<file path="src/rtl/elevator_request_scheduler.sv">
// Call latching and SCAN-style goal selection for a three-floor car, plus the door dwell
// timer at each stop. The motion controller moves the car until floor matches goal_floor.
module elevator_request_scheduler #(
    parameter int NUM_FLOORS   = 3,
    parameter int FLOOR_W      = 2,
    parameter int DWELL_CYCLES = 8
) (
    input  logic                  clk,
    input  logic                  button_reset_n,
    input  logic [NUM_FLOORS-1:0] call_req,
    input  logic [FLOOR_W-1:0]    floor,
    input  logic                  moving,
    input  logic                  sos_mode,
    input  logic                  weight_limit_exceeded,
    output logic [FLOOR_W-1:0]    goal_floor,
    output logic [NUM_FLOORS-1:0] pending,
    output logic                  direction,
    output logic                  door_open,
    output logic                  arrived,
    output logic [2:0]            state_dbg
);

    localparam int CNT_W = (DWELL_CYCLES > 1) ? $clog2(DWELL_CYCLES) : 1;
    localparam logic [CNT_W-1:0] CNT_LAST = CNT_W'(DWELL_CYCLES - 1);

    typedef enum logic [2:0] {
        IDLE       = 3'd0,
        SERVE_UP   = 3'd1,
        SERVE_DOWN = 3'd2,
        DWELL      = 3'd3,
        HALT       = 3'd4
    } state_t;

    state_t                state, state_n;
    logic [FLOOR_W-1:0]    goal_n;
    logic                  dir_n;
    logic [CNT_W-1:0]      dwell_cnt, cnt_n;
    logic [NUM_FLOORS-1:0] pend_n;

    logic                  floor_valid, here;
    logic                  has_above, has_below, pick_up;
    logic [FLOOR_W-1:0]    up_tgt, dn_tgt, dist_up, dist_dn;
    logic                  go_dwell, go_up, go_down, go_idle;
    logic                  absorb;

    assign floor_valid = (int'(floor) < NUM_FLOORS);
    assign here        = floor_valid && pending[floor];

    // Nearest pending floor strictly above and strictly below the car.
    always_comb begin
        has_above = 1'b0;
        has_below = 1'b0;
        up_tgt    = '0;
        dn_tgt    = '0;
        for (int i = NUM_FLOORS - 1; i >= 0; i--) begin
            if (pending[i] && (i > int'(floor))) begin
                has_above = 1'b1;
                up_tgt    = FLOOR_W'(i);
            end
        end
        for (int i = 0; i < NUM_FLOORS; i++) begin
            if (pending[i] && (i < int'(floor))) begin
                has_below = 1'b1;
                dn_tgt    = FLOOR_W'(i);
            end
        end
    end

    assign dist_up = up_tgt - floor;
    assign dist_dn = floor - dn_tgt;
    // Equal distance resolves upward.
    assign pick_up = has_above && (!has_below || (dist_up <= dist_dn));

    always_comb begin
        state_n  = state;
        goal_n   = goal_floor;
        dir_n    = direction;
        cnt_n    = dwell_cnt;
        go_dwell = 1'b0;
        go_up    = 1'b0;
        go_down  = 1'b0;
        go_idle  = 1'b0;
        if (sos_mode) begin
            state_n = HALT;
            if (floor_valid) goal_n = floor;
        end else if (floor_valid) begin
            case (state)
                IDLE: begin
                    if (here && !moving) go_dwell = 1'b1;
                    else if (pick_up)    go_up    = 1'b1;
                    else if (has_below)  go_down  = 1'b1;
                end
                SERVE_UP: begin
                    if (floor == goal_floor) go_dwell = !moving;
                    else if (has_above)      go_up    = 1'b1;
                    else if (has_below)      go_down  = 1'b1;
                    else                     go_idle  = 1'b1;
                end
                SERVE_DOWN: begin
                    if (floor == goal_floor) go_dwell = !moving;
                    else if (has_below)      go_down  = 1'b1;
                    else if (has_above)      go_up    = 1'b1;
                    else                     go_idle  = 1'b1;
                end
                DWELL: begin
                    if (!weight_limit_exceeded) begin
                        if (dwell_cnt == CNT_LAST) begin
                            cnt_n   = '0;
                            go_up   = has_above && (direction || !has_below);
                            go_down = has_below && (!direction || !has_above);
                            go_idle = !has_above && !has_below;
                        end else begin
                            cnt_n = dwell_cnt + 1'b1;
                        end
                    end
                end
                HALT:    go_idle = 1'b1;
                default: go_idle = 1'b1;
            endcase

            if (go_dwell) begin
                state_n = DWELL;
                goal_n  = floor;
                cnt_n   = '0;
            end else if (go_up) begin
                state_n = SERVE_UP;
                dir_n   = 1'b1;
                goal_n  = up_tgt;
            end else if (go_down) begin
                state_n = SERVE_DOWN;
                dir_n   = 1'b0;
                goal_n  = dn_tgt;
            end else if (go_idle) begin
                state_n = IDLE;
            end
        end
    end

    // A call for the floor the door is open at is absorbed rather than re-latched.
    assign absorb = floor_valid && ((state == DWELL) || (state_n == DWELL));

    always_comb begin
        pend_n = pending;
        if (sos_mode) begin
            pend_n = '0;
        end else if (state != HALT) begin
            pend_n = pending | call_req;
            if (absorb) pend_n = pend_n & ~(NUM_FLOORS'(1) << floor);
        end
    end

    always_ff @(posedge clk) begin
        if (!button_reset_n) begin
            state      <= IDLE;
            pending    <= '0;
            goal_floor <= '0;
            direction  <= 1'b1;
            dwell_cnt  <= '0;
            arrived    <= 1'b0;
        end else begin
            state      <= state_n;
            pending    <= pend_n;
            goal_floor <= goal_n;
            direction  <= dir_n;
            dwell_cnt  <= cnt_n;
            arrived    <= (state_n == DWELL) && (state != DWELL);
        end
    end

    assign door_open = (state == DWELL);
    assign state_dbg = state;

endmodule
</file>
<file path="config.mk">
export PLATFORM = sky130hd
export DESIGN_NAME = elevator_request_scheduler
export DESIGN_NICKNAME = d
export VERILOG_FILES = /design/src/rtl/elevator_request_scheduler.sv
export SDC_FILE = /design/constraint.sdc
export NUM_CORES = 1
export LEC_CHECK = 0
export BUFFER_PORTS_ARGS = -buffer_cell sky130_fd_sc_hd__buf_2
export CAP_MARGIN = 20
export CORE_UTILIZATION = 48
export DETAILED_ROUTE_END_ITERATION = 10
export GPL_TIMING_DRIVEN = 0
export PLACE_DENSITY = 0.68
export REMOVE_ABC_BUFFERS = 1
export SYNTH_ARGS = -nofsm -noshare
export SYNTH_HDL_FRONTEND = slang
export SYNTH_SLANG_ARGS = --single-unit
</file>
<file path="constraint.sdc">
create_clock -name clk -period 3.25 [get_ports clk]
set_clock_uncertainty 0.2 [all_clocks]
set_input_delay 0.325 -clock clk [delete_from_list [all_inputs] [get_ports clk]]
set_output_delay 0.325 -clock clk [all_outputs]
set_load 0.05 [all_outputs]
</file>
== Word level (Yosys, flattened, before mapping) ==
Index checks and enable logic that the tools add are counted.

* Register bits: 13
* Logic and storage cells: 131

* Equality and inequality tests: 9
* Reductions and logical operators: 30
* Shift operators: 1
* $add $sub $neg: 3
* $lt $le $gt $ge: 8
* Bitwise gates (word level): 6
* Muxes and demuxes: 68

{| class="wikitable"
|+ Operator list
! operator !! count
|-
| $mux 1 || 43
|-
| $mux 3 || 11
|-
| $mux 2 || 9
|-
| $logic_and 1x1->1 || 13
|-
| $pmux 1 s4 || 3
|-
| $eq 3x2->1 const B || 3
|-
| $reduce_and 4->1 || 2
|-
| $logic_not 1->1 || 4
|-
| $logic_or 1x1->1 || 4
|-
| $lt 1x2->1 const A || 2
|-
| $reduce_bool 2->1 || 2
|-
| $reduce_bool 4->1 || 1
|-
| $reduce_or 2->1 || 2
|-
| $sub 2x2->2 || 2
|-
| $add 3x1->3 const B || 1
|-
| $and 3x3->3 || 1
|-
| $eq 3x1->1 const B || 1
|-
| $eq 3x3->1 const B || 1
|-
| $logic_not 3->1 || 1
|-
| $lt 2x3->1 const B || 1
|-
| $ne 3x2->1 const B || 1
|-
| $ne 3x3->1 const B || 1
|-
| $not 1->1 || 3
|-
| $not 3->3 || 1
|-
| other kinds (12) || 12
|}

== Longest topological paths before layout ==
* Depth in word-level cells: 22
* Depth in mapped cells: 14
* Mapped depth without buffers: 12

== Worst setup path after synthesis ==
No wires, ideal clock.

* Path type: flip-flop to flip-flop
* Start: register pending[1]
* End: register pending[0]
* Required time: 2.930 ns
* Library setup time: 0.120 ns
* Path buffers: 0
* Setup slack: -0.229 ns
* Cell stages (with the launch flop): 13
* Arrival time: 3.160 ns
* Cell sequence: dfxtp_1 -> nand2b_4 -> or2_2 -> ha_1 -> xnor2_1 -> ha_1 -> nor2b_1 -> o2111ai_1 -> a2111oi_4 -> o41ai_1 -> a221oi_2 -> a31oi_1 -> o31a_1

* Word-level cells in the longest chain between the ends: 21
* Elaborated cells on any way between the ends: 71
* Classes of those cells: add/sub: 2; order compare: 1; eq/ne: 1; mux: 52; reduce/logical: 15

{| class="wikitable"
|+ RTL lines
! element !! line !! RTL
|-
| start: declaration || 16 || <nowiki>output logic [NUM_FLOORS-1:0] pending,</nowiki>
|-
| start signal: assignment || 162 || <nowiki>pending <= pend_n;</nowiki>
|-
| $logic_and 1x1->1 || 62 || <nowiki>if (pending[i] && (i < int'(floor))) begin</nowiki>
|-
| $mux 1 || 62 ||
|-
| $mux 2 || 62 ||
|-
| $sub 2x2->2 || 70 || <nowiki>assign dist_dn = floor - dn_tgt;</nowiki>
|-
| $le 2x2->1 || 72 || <nowiki>assign pick_up = has_above && (!has_below || (dist_up <= dist_dn));</nowiki>
|-
| $logic_or 1x1->1 || 72 ||
|-
| $logic_and 1x1->1 || 72 ||
|-
| $mux 1 || 90 || <nowiki>else if (pick_up) go_up = 1'b1;</nowiki>
|-
| (+5 left out) || - ||
|-
| $mux 3 || 125 || <nowiki>end else if (go_up) begin</nowiki>
|-
| $mux 3 (*) || 121 || <nowiki>if (go_dwell) begin</nowiki>
|-
| $mux 3 (*) || 86 || <nowiki>end else if (floor_valid) begin</nowiki>
|-
| $mux 3 (*) || 83 || <nowiki>if (sos_mode) begin</nowiki>
|-
| $eq 3x2->1 (*) || 140 || <nowiki>assign absorb = floor_valid && ((state == DWELL) || (state_n == DWELL));</nowiki>
|-
| $logic_or 1x1->1 (*) || 140 ||
|-
| $logic_and 1x1->1 (*) || 140 ||
|-
| $mux 3 (*) || 148 || <nowiki>if (absorb) pend_n = pend_n & ~(NUM_FLOORS'(1) << floor);</nowiki>
|}

Mark *: on every way between the ends. The rest lies on a longest branch, timed or not. The select of a mux whose other input is x is not followed.
A chain may end at the register's enable or synchronous reset.

== Worst setup path after layout ==
* Start: register pending[1]
* End: register pending[1]

* Word-level cells in the longest chain between the ends: 21
* Elaborated cells on any way between the ends: 73
* Classes of those cells: add/sub: 2; order compare: 1; eq/ne: 1; mux: 52; bitwise: 2; reduce/logical: 15

{| class="wikitable"
|+ RTL lines
! element !! line
|-
| $logic_and 1x1->1 || 62
|-
| $mux 1 || 62
|-
| $mux 2 || 62
|-
| $sub 2x2->2 || 70
|-
| $le 2x2->1 || 72
|-
| $logic_or 1x1->1 || 72
|-
| $logic_and 1x1->1 || 72
|-
| $mux 1 || 90
|-
| (+5 left out) || -
|-
| $mux 3 || 125
|-
| $mux 3 || 121
|-
| $mux 3 || 86
|-
| $mux 3 || 83
|-
| $eq 3x2->1 || 140
|-
| $logic_or 1x1->1 || 140
|-
| $logic_and 1x1->1 || 140
|-
| $mux 3 (*) || 148
|}

Marks and branches as above.

==> results.py <==
metrics = {
    "drt": {
        "drtPass1Iterations": 4,
        "ant_nets": 0,
        "routed_via_density": 6.17,
        "drc": 0,
        "drt_iter0_drc": 56,
        "vias": 1215,
        "wl_per_cell_um": 15.4,
        "drt-total-wl_mm": 3.04,
    },
    "clocking": {
        "h-tree-depth": 1,
        "cts_hold_buffers": 0,
        "cts_made_buffers": 3,
        "clockRootBuffer": "clkbuf_4",
        "cts_buffer_depth": 2,
        "tritoncts": "done",
        "clkSinkCount": 13,
        "clkLatencyLatePin_ns": 0.29,
        "path_clk_slew_ns": 0.09,
    },
    "sta": {
        "drv_slew": 0,
        "max_freq_ghz": 0.311,
        "min_period_ns": 3.22,
        "finalSetupViolations": 0,
        "relSlewSlack_pct": 68.7,
        "worst_pin_slew_ns": 0.467,
        "finalSetupTns_ns": 0,
        "post-route-period-util_pct": 98.9,
        "rsz0062_at_grt": "true",
        "finalHoldViolations": 0,
    },
    "status": {
        "outcome": "complete, no violations",
    },
    "critical_path": {
        "cp_slowest_cell": "a2111oi_4",
        "critPathMaxStageDelay_ns": 0.44,
        "cp_top_family": "compound AO/OA/AOI/OAI gates",
        "crit_path_end_kind": "flip-flop",
        "start_kind": "flip-flop",
        "worst-r2r-cell-count": 12,
        "worst_r2r_endpoint": "pending[1]$_SDFFE_PP0P_",
        "arrival_ns": 3.20,
        "cp_max_fo": 4,
        "ff2ff_setup_slack_ns": 0.03,
        "path_cells": "nand2b_4 > or2_4 > ha_4 > xnor2_1 > ha_1 > nor2b_4 > o2111ai_4 > a2111oi_4 > o41ai_2 > a221oi_2 > a31oi_2 > o31a_1",
        "crit_required_ns": 3.24,
        "path_buf_inv": 0,
        "critPathKind": "flip-flop to flip-flop",
        "rr_startpoint": "pending[1]$_SDFFE_PP0P_",
    },
    "final_layout": {
        "nNetsFinal": 184,
        "drive_above_1_share_pct": 38.3,
        "layout_commonest_cell": "buf_2",
        "mostFrequentLayoutCells": "buf_2 (19), nand2_1 (13), nor2_1 (12)",
        "utilization_pct": 59.0,
        "final_area_mm2": 0.00147,
        "syn_to_final_growth_pct": 15.8,
        "antenna_cells": 0,
    },
    "floorplan": {
        "num_rows": 18,
        "die_y_um": 53.5,
        "die_w_um": 53.5,
        "dieArea_mm2": 0.00286,
        "start_util_pct": 50.9,
        "coreArea_mm2": 0.00250,
        "ios": 21,
    },
    "min_path": {
        "whs_path_depth": 2,
        "holdCritPathClass": "primary input to flip-flop",
        "min_to": "direction$_SDFFE_PN1P_",
        "min_from": "button_reset_n",
    },
    "synthesis": {
        "synth_cell_types": 61,
        "synth_edf_count": 0,
        "yosys_warnings": 0,
        "avgSynthCellArea_um2": 8.60,
        "synth-seq-cells": 13,
        "synthArstFlopShare_pct": 0,
        "synthFlopType": "dfxtp_1",
        "synthesis.area_mm2": 0.00127,
        "ys_seq_area_share_pct": 20.5,
        "synthCells": 148,
    },
    "global_routing": {
        "grt_pass1_wl_mm": 4.49,
        "antenna_found_initial": 0,
        "grt_pass1_vias": 1020,
        "grt_max_degree": 19,
        "track_usage_pct": 21.9,
        "grt-ovfl-total": 0,
    },
    "placed_design": {
        "port_buffers": 20,
        "placed_cell_area_mm2": 0.00133,
        "hpwl_mm": 2.08,
        "routabilityCongestion": 0.888,
    },
    "pwr": {
        "p_leak_nw": 0.584,
        "p_total_mw": 0.437,
        "peakVddDrop_v": 0.000313,
        "power_density_mw_per_mm2": 296,
    },
    "flow_run": {
        "maxCapViolations": 0,
    },
}
per-layer routing:
metal | global-route usage (%) | routed length (µm)
met5 | 0 | 0
met4 | 7.89 | 54
met3 | 3.74 | 151
met2 | 38.8 | 1490
met1 | 25.8 | 1340
where the power goes:
group,switching [mW],internal [mW]
logic,0.0934,0.0616
clock network,0.0606,0.0458
registers,0.0112,0.164
total,0.165,0.272
final cells by class:
class | instances | area [µm²]
Clock inverter | 1 | 5.00
Inverter | 5 | 18.8
Multi-Input combinational cell | 120 | 982
Clock buffer | 3 | 22.5
Tap cell | 30 | 37.5
Sequential cell | 13 | 268
Fill cell | 219 | 1030
Timing Repair Buffer | 25 | 140
cell usage after synthesis, drive strengths merged (4+ instances only):
cell / number / share of area [%]
inv: 5 / 1.5
o21ai: 4 / 1.9
nand2: 14 / 4.1
buf: 9 / 6.4
dfxtp: 13 / 20
nor2: 13 / 4.0
xnor2: 4 / 2.8
ha: 6 / 5.9
a21boi: 5 / 3.0
nor4: 4 / 3.6
a21oi: 13 / 6.3
metrics by stage:
step / instances / hold WS, ns / worst slack [ns]
after floorplan: 138 / 0.197 / -0.231
after global placement: 188 / 0.242 / -0.313
after detailed placement: 188 / 0.257 / -0.344
after CTS: 192 / 0.132 / 0.0135
after global routing: 197 / 0.134 / -0.108
final: 197 / 0.127 / 0.0347
logic make-up after synthesis:
family                     synth area share (%)
adders and majority gates                  5.90
buffers and inverters                      8.16
xor gates and xnor gates                   4.13
muxes                                      2.06
and+or+nand+nor                            28.1
AOI/OAI and AO/OA                          31.2
DFF                                        20.5
flip-flops by register name (all words and copies together), names as in the netlist:
name,count
arrived,1
pending,3
goal_floor,2
direction,1
state_dbg,3
dwell_cnt,3
how the worst max path moves through the flow:
stage                            startpoint                          to  slack [ns]  depth (start not counted)
global route        pending[1]$_SDFFE_PP0P_     pending[1]$_SDFFE_PP0P_       -0.11                         12
floorplan           pending[1]$_SDFFE_PP0P_     pending[0]$_SDFFE_PP0P_       -0.23                         12
finish              pending[1]$_SDFFE_PP0P_     pending[1]$_SDFFE_PP0P_        0.03                         12
detailed placement                 floor[0]  goal_floor[1]$_SDFFE_PN0P_       -0.34                         13
CTS                 pending[1]$_SDFFE_PP0P_     pending[0]$_SDFFE_PP0P_        0.01                         12
global placement                   floor[0]     pending[0]$_SDFFE_PP0P_       -0.31                         13
timing repair:
| action | CTS | global route |
|---|---|---|
| setup endpoints to repair | 7 | 5 |
| gates resized for setup | 7 | 13 |
| pin swaps | 1 | 9 |
| cloned | 0 | 0 |
| setup buffers | 0 | 5 |
No activity file was read; power rests on OpenSTA's default activity.
